## config.mk

```make
export PLATFORM = sky130hd
export DESIGN_NAME = div32_iter
export DESIGN_NICKNAME = d
export VERILOG_FILES = /design/src/rtl/div32_iter.sv
export SDC_FILE = /design/constraint.sdc
export NUM_CORES = 1
export LEC_CHECK = 0
export CAP_MARGIN = 20
export CORE_MARGIN = 2
export CORE_UTILIZATION = 40
export CTS_CLUSTER_SIZE = 30
export DETAILED_ROUTE_END_ITERATION = 8
export SETUP_SLACK_MARGIN = 0.1
export SLEW_MARGIN = 15
export SYNTH_ARGS = -nofsm -noshare
export SYNTH_HDL_FRONTEND = slang
export SYNTH_SLANG_ARGS = --single-unit
```

## constraint.sdc

```tcl
create_clock -name Clk -period 5.8 [get_ports Clk]
set_input_delay 1.16 -clock Clk [delete_from_list [all_inputs] [get_ports Clk]]
set_output_delay 1.16 -clock Clk [all_outputs]
set_load 0.01 [all_outputs]
```

## src/rtl/div32_iter.sv

```systemverilog
// Iterative 32-bit restoring divider (DIV/DIVU), one quotient bit per clock.
// Macro DIV32_SIGNED_EN builds signed operand conversion and result sign fix-up.
module div32_iter (
    input  logic        Clk,
    input  logic        Rst_n,
    input  logic        Start,
    input  logic        Signed,
    input  logic [31:0] A,
    input  logic [31:0] B,
    output logic        Busy,
    output logic        Done,
    output logic [31:0] Quotient,
    output logic [31:0] Remainder
);

    typedef enum logic [1:0] {
        ST_IDLE = 2'd0,
        ST_RUN  = 2'd1,
        ST_FIN  = 2'd2
    } state_t;

    // Carry-lookahead adder: 4-bit lookahead groups chained by group generate/propagate.
    // Returns {cout, sum}.
    function automatic logic [32:0] cla32(input logic [31:0] x, input logic [31:0] y,
                                          input logic cin);
        logic [31:0] g;
        logic [31:0] p;
        logic [31:0] c;
        logic [8:0]  gc;
        logic        gg;
        logic        gp;
        g     = x & y;
        p     = x ^ y;
        c     = 32'd0;
        gc    = 9'd0;
        gc[0] = cin;
        for (int k = 0; k < 8; k++) begin
            c[4*k]   = gc[k];
            c[4*k+1] = g[4*k] | (p[4*k] & gc[k]);
            c[4*k+2] = g[4*k+1] | (p[4*k+1] & g[4*k]) | (p[4*k+1] & p[4*k] & gc[k]);
            c[4*k+3] = g[4*k+2] | (p[4*k+2] & g[4*k+1]) | (p[4*k+2] & p[4*k+1] & g[4*k])
                     | (p[4*k+2] & p[4*k+1] & p[4*k] & gc[k]);
            gg = g[4*k+3] | (p[4*k+3] & g[4*k+2]) | (p[4*k+3] & p[4*k+2] & g[4*k+1])
               | (p[4*k+3] & p[4*k+2] & p[4*k+1] & g[4*k]);
            gp = &p[4*k +: 4];
            gc[k+1] = gg | (gp & gc[k]);
        end
        return {gc[8], p ^ c};
    endfunction

`ifdef DIV32_SIGNED_EN
    function automatic logic [31:0] negate32(input logic [31:0] x);
        return ~x + 32'd1;
    endfunction
`endif

    state_t      state_q, state_d;
    logic        busy_q, busy_d;
    logic        done_q, done_d;
    logic [31:0] part_rem_q, part_rem_d;
    logic [31:0] quo_shift_q, quo_shift_d;
    logic [31:0] divisor_q, divisor_d;
    logic [4:0]  cnt_q, cnt_d;
    logic [31:0] quot_q, quot_d;
    logic [31:0] rem_q, rem_d;

    logic [31:0] a_mag_s;
    logic [31:0] b_mag_s;
    logic [31:0] r_shift_s;
    logic        ovf_s;
    logic [32:0] sum_cout_s;
    logic [31:0] diff_s;
    logic        cout_s;

`ifdef DIV32_SIGNED_EN
    logic        neg_quo_q, neg_quo_d;
    logic        neg_rem_q, neg_rem_d;
    logic        a_neg_s;
    logic        b_neg_s;
    logic        b_zero_s;
`else
    logic        unused_signed_s;
    assign unused_signed_s = Signed;
`endif

    // Trial subtraction R' - B as R' + ~B + 1; the bit shifted out of R is the 33rd bit.
    assign r_shift_s  = {part_rem_q[30:0], quo_shift_q[31]};
    assign ovf_s      = part_rem_q[31];
    assign sum_cout_s = cla32(r_shift_s, ~divisor_q, 1'b1);
    assign diff_s     = sum_cout_s[31:0];
    assign cout_s     = sum_cout_s[32];

    // Operand magnitudes presented for capture at Start.
    always_comb begin
        a_mag_s = A;
        b_mag_s = B;
`ifdef DIV32_SIGNED_EN
        b_zero_s = (B == 32'd0);
        a_neg_s  = Signed & A[31];
        b_neg_s  = Signed & B[31];
        // On divide-by-zero the raw dividend is kept so the remainder returns A unchanged.
        if (a_neg_s && !b_zero_s) begin
            a_mag_s = negate32(A);
        end else begin
            a_mag_s = A;
        end
        if (b_neg_s) begin
            b_mag_s = negate32(B);
        end else begin
            b_mag_s = B;
        end
`endif
    end

    // Next-state and datapath control for IDLE/RUN/FIN.
    always_comb begin
        state_d     = state_q;
        busy_d      = busy_q;
        done_d      = 1'b0;
        part_rem_d  = part_rem_q;
        quo_shift_d = quo_shift_q;
        divisor_d   = divisor_q;
        cnt_d       = cnt_q;
        quot_d      = quot_q;
        rem_d       = rem_q;
`ifdef DIV32_SIGNED_EN
        neg_quo_d   = neg_quo_q;
        neg_rem_d   = neg_rem_q;
`endif
        case (state_q)
            ST_IDLE: begin
                if (Start) begin
                    quo_shift_d = a_mag_s;
                    divisor_d   = b_mag_s;
                    part_rem_d  = 32'd0;
                    cnt_d       = 5'd0;
                    busy_d      = 1'b1;
                    state_d     = ST_RUN;
`ifdef DIV32_SIGNED_EN
                    neg_quo_d   = (a_neg_s ^ b_neg_s) & ~b_zero_s;
                    neg_rem_d   = a_neg_s & ~b_zero_s;
`endif
                end else begin
                    state_d = ST_IDLE;
                end
            end
            ST_RUN: begin
                if (ovf_s || cout_s) begin
                    part_rem_d  = diff_s;
                    quo_shift_d = {quo_shift_q[30:0], 1'b1};
                end else begin
                    part_rem_d  = r_shift_s;
                    quo_shift_d = {quo_shift_q[30:0], 1'b0};
                end
                cnt_d = cnt_q + 5'd1;
                if (cnt_q == 5'd31) begin
                    state_d = ST_FIN;
                end else begin
                    state_d = ST_RUN;
                end
            end
            ST_FIN: begin
`ifdef DIV32_SIGNED_EN
                if (neg_quo_q) begin
                    quot_d = negate32(quo_shift_q);
                end else begin
                    quot_d = quo_shift_q;
                end
                if (neg_rem_q) begin
                    rem_d = negate32(part_rem_q);
                end else begin
                    rem_d = part_rem_q;
                end
`else
                quot_d = quo_shift_q;
                rem_d  = part_rem_q;
`endif
                done_d  = 1'b1;
                busy_d  = 1'b0;
                state_d = ST_IDLE;
            end
            default: begin
                busy_d  = 1'b0;
                state_d = ST_IDLE;
            end
        endcase
    end

    // State and result registers; reset discards any operation in flight.
    always_ff @(posedge Clk or negedge Rst_n) begin
        if (!Rst_n) begin
            state_q     <= ST_IDLE;
            busy_q      <= 1'b0;
            done_q      <= 1'b0;
            part_rem_q  <= 32'd0;
            quo_shift_q <= 32'd0;
            divisor_q   <= 32'd0;
            cnt_q       <= 5'd0;
            quot_q      <= 32'd0;
            rem_q       <= 32'd0;
`ifdef DIV32_SIGNED_EN
            neg_quo_q   <= 1'b0;
            neg_rem_q   <= 1'b0;
`endif
        end else begin
            state_q     <= state_d;
            busy_q      <= busy_d;
            done_q      <= done_d;
            part_rem_q  <= part_rem_d;
            quo_shift_q <= quo_shift_d;
            divisor_q   <= divisor_d;
            cnt_q       <= cnt_d;
            quot_q      <= quot_d;
            rem_q       <= rem_d;
`ifdef DIV32_SIGNED_EN
            neg_quo_q   <= neg_quo_d;
            neg_rem_q   <= neg_rem_d;
`endif
        end
    end

    assign Busy      = busy_q;
    assign Done      = done_q;
    assign Quotient  = quot_q;
    assign Remainder = rem_q;

endmodule

```

## After elaboration in Yosys (flattened, before gate mapping)

Cells that the tools add are included.

- Register bits after elaboration: 169
- Bits of input ports: 68
- Word-level logic and storage cells: 243
- Output and inout bits: 66

- Bitwise logic cells: 201
- Equal/unequal tests: 4
- $add $sub $neg: 1
- Muxes and demuxes: 14
- Reduce and logical (&&, ||, !) cells: 14

Operators by type and width:

| kind | number |
|---|---|
| $pmux W32 S2 | 2 |
| $and A1 B1 Y1 | 116 |
| $mux W32 | 3 |
| $or A1 B1 Y1 | 80 |
| $xor A32 B32 Y32 | 2 |
| $and A32 B32 Y32 | 1 |
| $not A32 Y32 | 1 |
| $reduce_and A4 Y1 | 8 |
| $pmux W5 S2 | 1 |
| $reduce_and A2 Y1 | 3 |
| $add A5 B1 Y5 const B | 1 |
| $eq A5 B5 Y1 const B | 1 |
| $mux W5 | 1 |
| $mux W1 | 4 |
| $pmux W2 S2 | 1 |
| $eq A2 B1 Y1 const B | 1 |
| $eq A2 B2 Y1 const B | 1 |
| $logic_not A2 Y1 | 1 |
| $mux W2 | 1 |
| $ne A2 B2 Y1 const B | 1 |
| $pmux W1 S2 | 1 |
| $reduce_bool A2 Y1 | 1 |
| $logic_or A1 B1 Y1 | 1 |
| $not A1 Y1 | 1 |

## Longest topological paths before layout

- Word-level depth: 24
- Mapped depth: 14

## Worst setup path after synthesis

Ideal clock, no wire load.

- Path kind: register to register
- Start point: reg quo_shift_q[31]
- End point: reg part_rem_q[29]
- Arrival time: 2.811 ns
- Slack: 2.857 ns
- Buffers on the path: 0
- Cell stages (with the launch flop): 15
- Path through: dfrtp_1 inv_1 ha_1 o21ai_1 a221oi_2 a41oi_2 inv_2 a2bb2oi_4 a21oi_1 o21a_1 or2_2 fa_1 xor2_1 mux2i_1 o21ai_1

- Word-level cells in the longest chain between the ends: 21

RTL lines:

| what | RTL line | text |
|---|---|---|
| start: declaration | 61 | `logic [31:0] quo_shift_q, quo_shift_d;` |
| start signal: assignment | 210 | `quo_shift_q <= quo_shift_d;` |
| $and A32 B32 Y32 | 32 | `g = x & y;` |
| $and A1 B1 Y1 | 44 | `\| (p[4*k+3] & p[4*k+2] & p[4*k+1] & g[4*k]);` |
| $or A1 B1 Y1 | 44 |  |
| $or A1 B1 Y1 (*) | 46 | `gc[k+1] = gg \| (gp & gc[k]);` |
| $and A1 B1 Y1 (*) | 46 |  |
| $or A1 B1 Y1 (*) | 46 |  |
| $and A1 B1 Y1 (*) | 46 |  |
| $or A1 B1 Y1 (*) | 46 |  |
| [... 5 more ...] | n/a |  |
| $or A1 B1 Y1 (*) | 46 |  |
| $and A1 B1 Y1 (*) | 46 |  |
| $or A1 B1 Y1 (*) | 46 |  |
| $and A1 B1 Y1 (on tied branches) | 39, 46 |  |
| $or A1 B1 Y1 (on tied branches) | 39, 46 |  |
| $xor A32 B32 Y32 or $logic_or A1 B1 Y1 (tied branches) | 48, 148 |  |
| $mux W32 (*) | 148 | `if (ovf_s \|\| cout_s) begin` |
| $pmux W32 S2 (*) | 130 | `case (state_q)` |
| end signal: assignment | 209 | `part_rem_q <= part_rem_d;` |
| end: declaration | 60 | `logic [31:0] part_rem_q, part_rem_d;` |

Mark *: on every way between the ends. The rest lies on a longest branch, timed or not.
A chain may end at the register's enable or synchronous reset.

## Worst setup path in the final report

- Start point: reg quo_shift_q[31]
- End point: reg part_rem_q[20]

- Word-level cells in the longest chain between the ends: 21

RTL lines:

| what | RTL line |
|---|---|
| $and A32 B32 Y32 | 32 |
| $and A1 B1 Y1 | 44 |
| $or A1 B1 Y1 | 44 |
| $or A1 B1 Y1 (*) | 46 |
| $and A1 B1 Y1 (*) | 46 |
| $or A1 B1 Y1 (*) | 46 |
| $and A1 B1 Y1 (*) | 46 |
| $or A1 B1 Y1 (*) | 46 |
| [... 5 more ...] | n/a |
| $or A1 B1 Y1 | 46 |
| $and A1 B1 Y1 | 46 |
| $or A1 B1 Y1 | 46 |
| $and A1 B1 Y1 | 46 |
| $or A1 B1 Y1 | 46 |
| $logic_or A1 B1 Y1 | 148 |
| $mux W32 (*) | 148 |
| $pmux W32 S2 (*) | 130 |

Marked as above.

==> metrics.cfg <==
[sta]
max_freq_mhz = 280.9
slew_viol_final = 0
setup_tns_ns = 0
slew_headroom = 0.3426
fin_worst_skew_ns = 0.01007
hold_viol_final = 0
min_period_ns = 3.560
final-setup-viol-count = 0
worst_pin_slew_ns = 0.9861
whs_ns = 0.4889
period_share = 0.6139
rsz0062_at_grt = no

[die]
io_pins = 134
core_um2 = 20360
rows = 52
die_w_um = 148.7
die_height_um = 148.7
start_util = 0.4113
design.die.area_um2 = 22110

[grt]
grt-ovfl-total = 0
grt_pass1_vias = 6042
antenna_found_initial = 0
grt_pass1_wl_um = 31880
grt_max_degree = 94
grt_use_total = 0.1819

[routing]
drtIter0Drc = 380
avgViaCountPerCell = 5.207
vias = 6124
postRouteAntennaNets = 0
drt-total-wl_um = 19230
drt_first_pass_iters = 4
drc_errors = 0
wire_per_inst_um = 16.35

[critical_path]
crit_slowest_cell = a31oi_4
worst-r2r-setup-slack_ns = 2.24
cpPeakStageDelay_ns = 0.61
r2r_start = quo_shift_q[31]
path_cells = inv_1 > ha_1 > o21ai_1 > a221oi_2 > a41oi_2 > inv_2 > a2bb2oi_4 > o21ai_4 > a31oi_4 > buf_4 > mux2i_1 > o21ai_1
worstSetupEndpointType = flip-flop
critPathArrivalTime_ns = 3.87
crit_top_cell = o21ai_1
critical_path_class = flip-flop to flip-flop
cp.required_ns = 6.11
cp-start-kind = flip-flop
worstPathMaxFanout = 24
worst-path-buf-inv = 3
rr_worst_depth = 12
rr_endpoint = part_rem_q[20]
crit_family = compound AO/OA/AOI/OAI gates

[synth]
syn_area_um2 = 8376
synth.net_count = 888
synth_area_leader_cell = dfrtp_1
synth_seq_cells = 169
synth_warnings = 0
async_flop_share = 1.000
syn_avg_cell_area_um2 = 10.77
yosysUniqueCellTypes = 51
yosysSeqAreaShare = 0.5049
ys.flop_type = dfrtp_1
synth_common_cells = 169 x dfrtp_1, 76 x o21ai_0, 71 x nand2_1, 63 x mux2_2, 49 x a21oi_1
synth.top_cell.area_share = 0.5049
synthCells = 778
synth_edf_count = 0
post-synth-top-count-cell = dfrtp_1
synth.area.top_cells = dfrtp_1 50%, mux2_2 8.5%, ha_1 5.2%, o21ai_0 4.5%, nand2_1 3.2%

[power]
p_sw_frac = 0.3868
max-vdd-ir-drop_mv = 0.3205
pwr-share-seq = 0.324
comb_power_share = 0.470
p_clk_frac = 0.207
p_per_area_nw_per_um2 = 573.6
power_leakage_nw = 4.758
power.switching_mw = 2.354
p_int_mw = 3.731

[placement]
io_buffers = 132
dp_hpwl_um = 12520
routabilityCongestion = 0.7526

[clock_tree]
cts_tree = yes
ctsResizeCount = 0
holdBufCountCts = 0
h-tree-depth = 4
post_cts_buffers = 0
clk_latency_ns = 0.43
clkTransAtPathRegs_ns = 0.06
cts_root_buf = clkbuf_16
clkSinkCount = 169
clockBufferDepth = 2
cts_made_buffers = 17

[finish]
utilization = 0.5209
area_growth_pct = 26.65
drive_gt1_frac = 0.1347
antenna_cells = 0
multiInputGateArea_um2 = 3827
fill_cells = 1880
regArea_um2 = 4229
num-nets-final = 1004

[worst_hold_path]
min-delay-start = cnt_q[3]
hold_path.class = flip-flop to flip-flop
min_path_cells = 1
min_to = cnt_q[3]

[flow_run]
maxCapViolations = 0

[outcome]
status = finished, final reports clean

stage by stage:
stage / cell area, um2 / instances / power, mW / worst slack, ns
4_1_cts: 10610 / 1176 / 6.167 / 2.203
5_1_grt: 10610 / 1176 / 6.638 / 2.012
6_report: 10610 / 1176 / 6.085 / 2.240
3_3_place_gp: 9961 / 1145 / 4.783 / 1.921
2_1_floorplan: 8376 / 778 / 4.144 / 2.857
3_5_place_dp: 9961 / 1145 / 4.856 / 1.864
registers in the layout, summed over array words and instances (netlist names):
register,count
quo_shift_q,32
state_q,2
Done,1
Remainder,32
part_rem_q,32
cnt_q,5
Quotient,32
Busy,1
divisor_q,32
cell type report:
class / instances / area share
multi-input cells: 520 / 0.3608
well taps: 270 / 0.03185
repair buffers: 143 / 0.1325
clock inverters: 14 / 0.02088
flip-flops and latches: 169 / 0.3987
clock buffers: 17 / 0.04010
inverters: 43 / 0.01522
worst reg2reg max path, cell delays in order, from the launching register on:
cell       delay, ns
dfrtp_1         0.39
inv_1           0.09
ha_1            0.31
o21ai_1         0.28
a221oi_2        0.14
a41oi_2         0.41
inv_2           0.14
a2bb2oi_4       0.20
o21ai_4         0.10
a31oi_4         0.61
buf_4           0.44
mux2i_1         0.26
o21ai_1         0.07
worst max path at each step:
stage          slack [ns]        endpoint  cells past startpoint             from
6_report             2.24  part_rem_q[20]                     12  quo_shift_q[31]
3_3_place_gp         1.92   divisor_q[24]                      7            Start
5_1_grt              2.01  part_rem_q[28]                     12  quo_shift_q[31]
4_1_cts              2.20  part_rem_q[20]                     12  quo_shift_q[31]
3_5_place_dp         1.86   divisor_q[26]                      8            Start
2_1_floorplan        2.86  part_rem_q[29]                     14  quo_shift_q[31]
layer usage:
layer	global-route usage	vias up	part of all wire
met5	0	-	0
met4	0.04571	0	0.0076
met3	0.03681	11	0.039
met2	0.2938	136	0.47
met1	0.2526	2999	0.48
li1	-	2978	-
cells by family (layout without fill, tap and decap cells):
group	Yosys count	after routing	share of synthesized area
XOR/XNOR	22	22	0.02301
adder cells (fa/ha/maj)	42	42	0.06902
AND/OR/NAND/NOR	148	148	0.08560
AO/OA/AOI/OAI	228	228	0.1708
multiplexers	80	80	0.1052
buffers and inverters	89	217	0.04153
flip-flops	169	169	0.5049
power by group through the flow:
stage | Combinational (mW) | Clock, mW | Sequential, mW
finish | 2.86 | 1.26 | 1.97
detailed placement | 2.86 | 0 | 1.99
floorplan | 2.25 | 0 | 1.90
global route | 3.26 | 1.34 | 2.04
global placement | 2.80 | 0 | 1.98
CTS | 2.89 | 1.30 | 1.97
layout by cell type, fill, tap and decap left out, types with 3 or more instances in the layout:
master | Yosys | final
buf_4 | 1 | 11
clkbuf_16 | 0 | 17
nand2_1 | 71 | 71
ha_1 | 35 | 35
a21oi_1 | 49 | 49
o21a_1 | 3 | 3
nand2b_1 | 6 | 5
nor2b_1 | 33 | 30
o311ai_1 | 7 | 7
bufinv_16 | 0 | 5
dfrtp_1 | 169 | 169
inv_1 | 42 | 42
xor2_1 | 15 | 15
nor2_1 | 12 | 12
clkinvlp_4 | 0 | 3
nand4_1 | 5 | 5
clkdlybuf4s50_1 | 0 | 131
fa_1 | 7 | 7
a21o_1 | 5 | 5
nand3_1 | 8 | 8
a22oi_1 | 34 | 34
a32oi_1 | 9 | 9
o21ai_0 | 76 | 76
inv_6 | 0 | 3
mux2_2 | 63 | 63
mux2i_1 | 16 | 16
o21ai_1 | 26 | 26
xnor2_1 | 7 | 7
(Power assumes the default switching activity.)
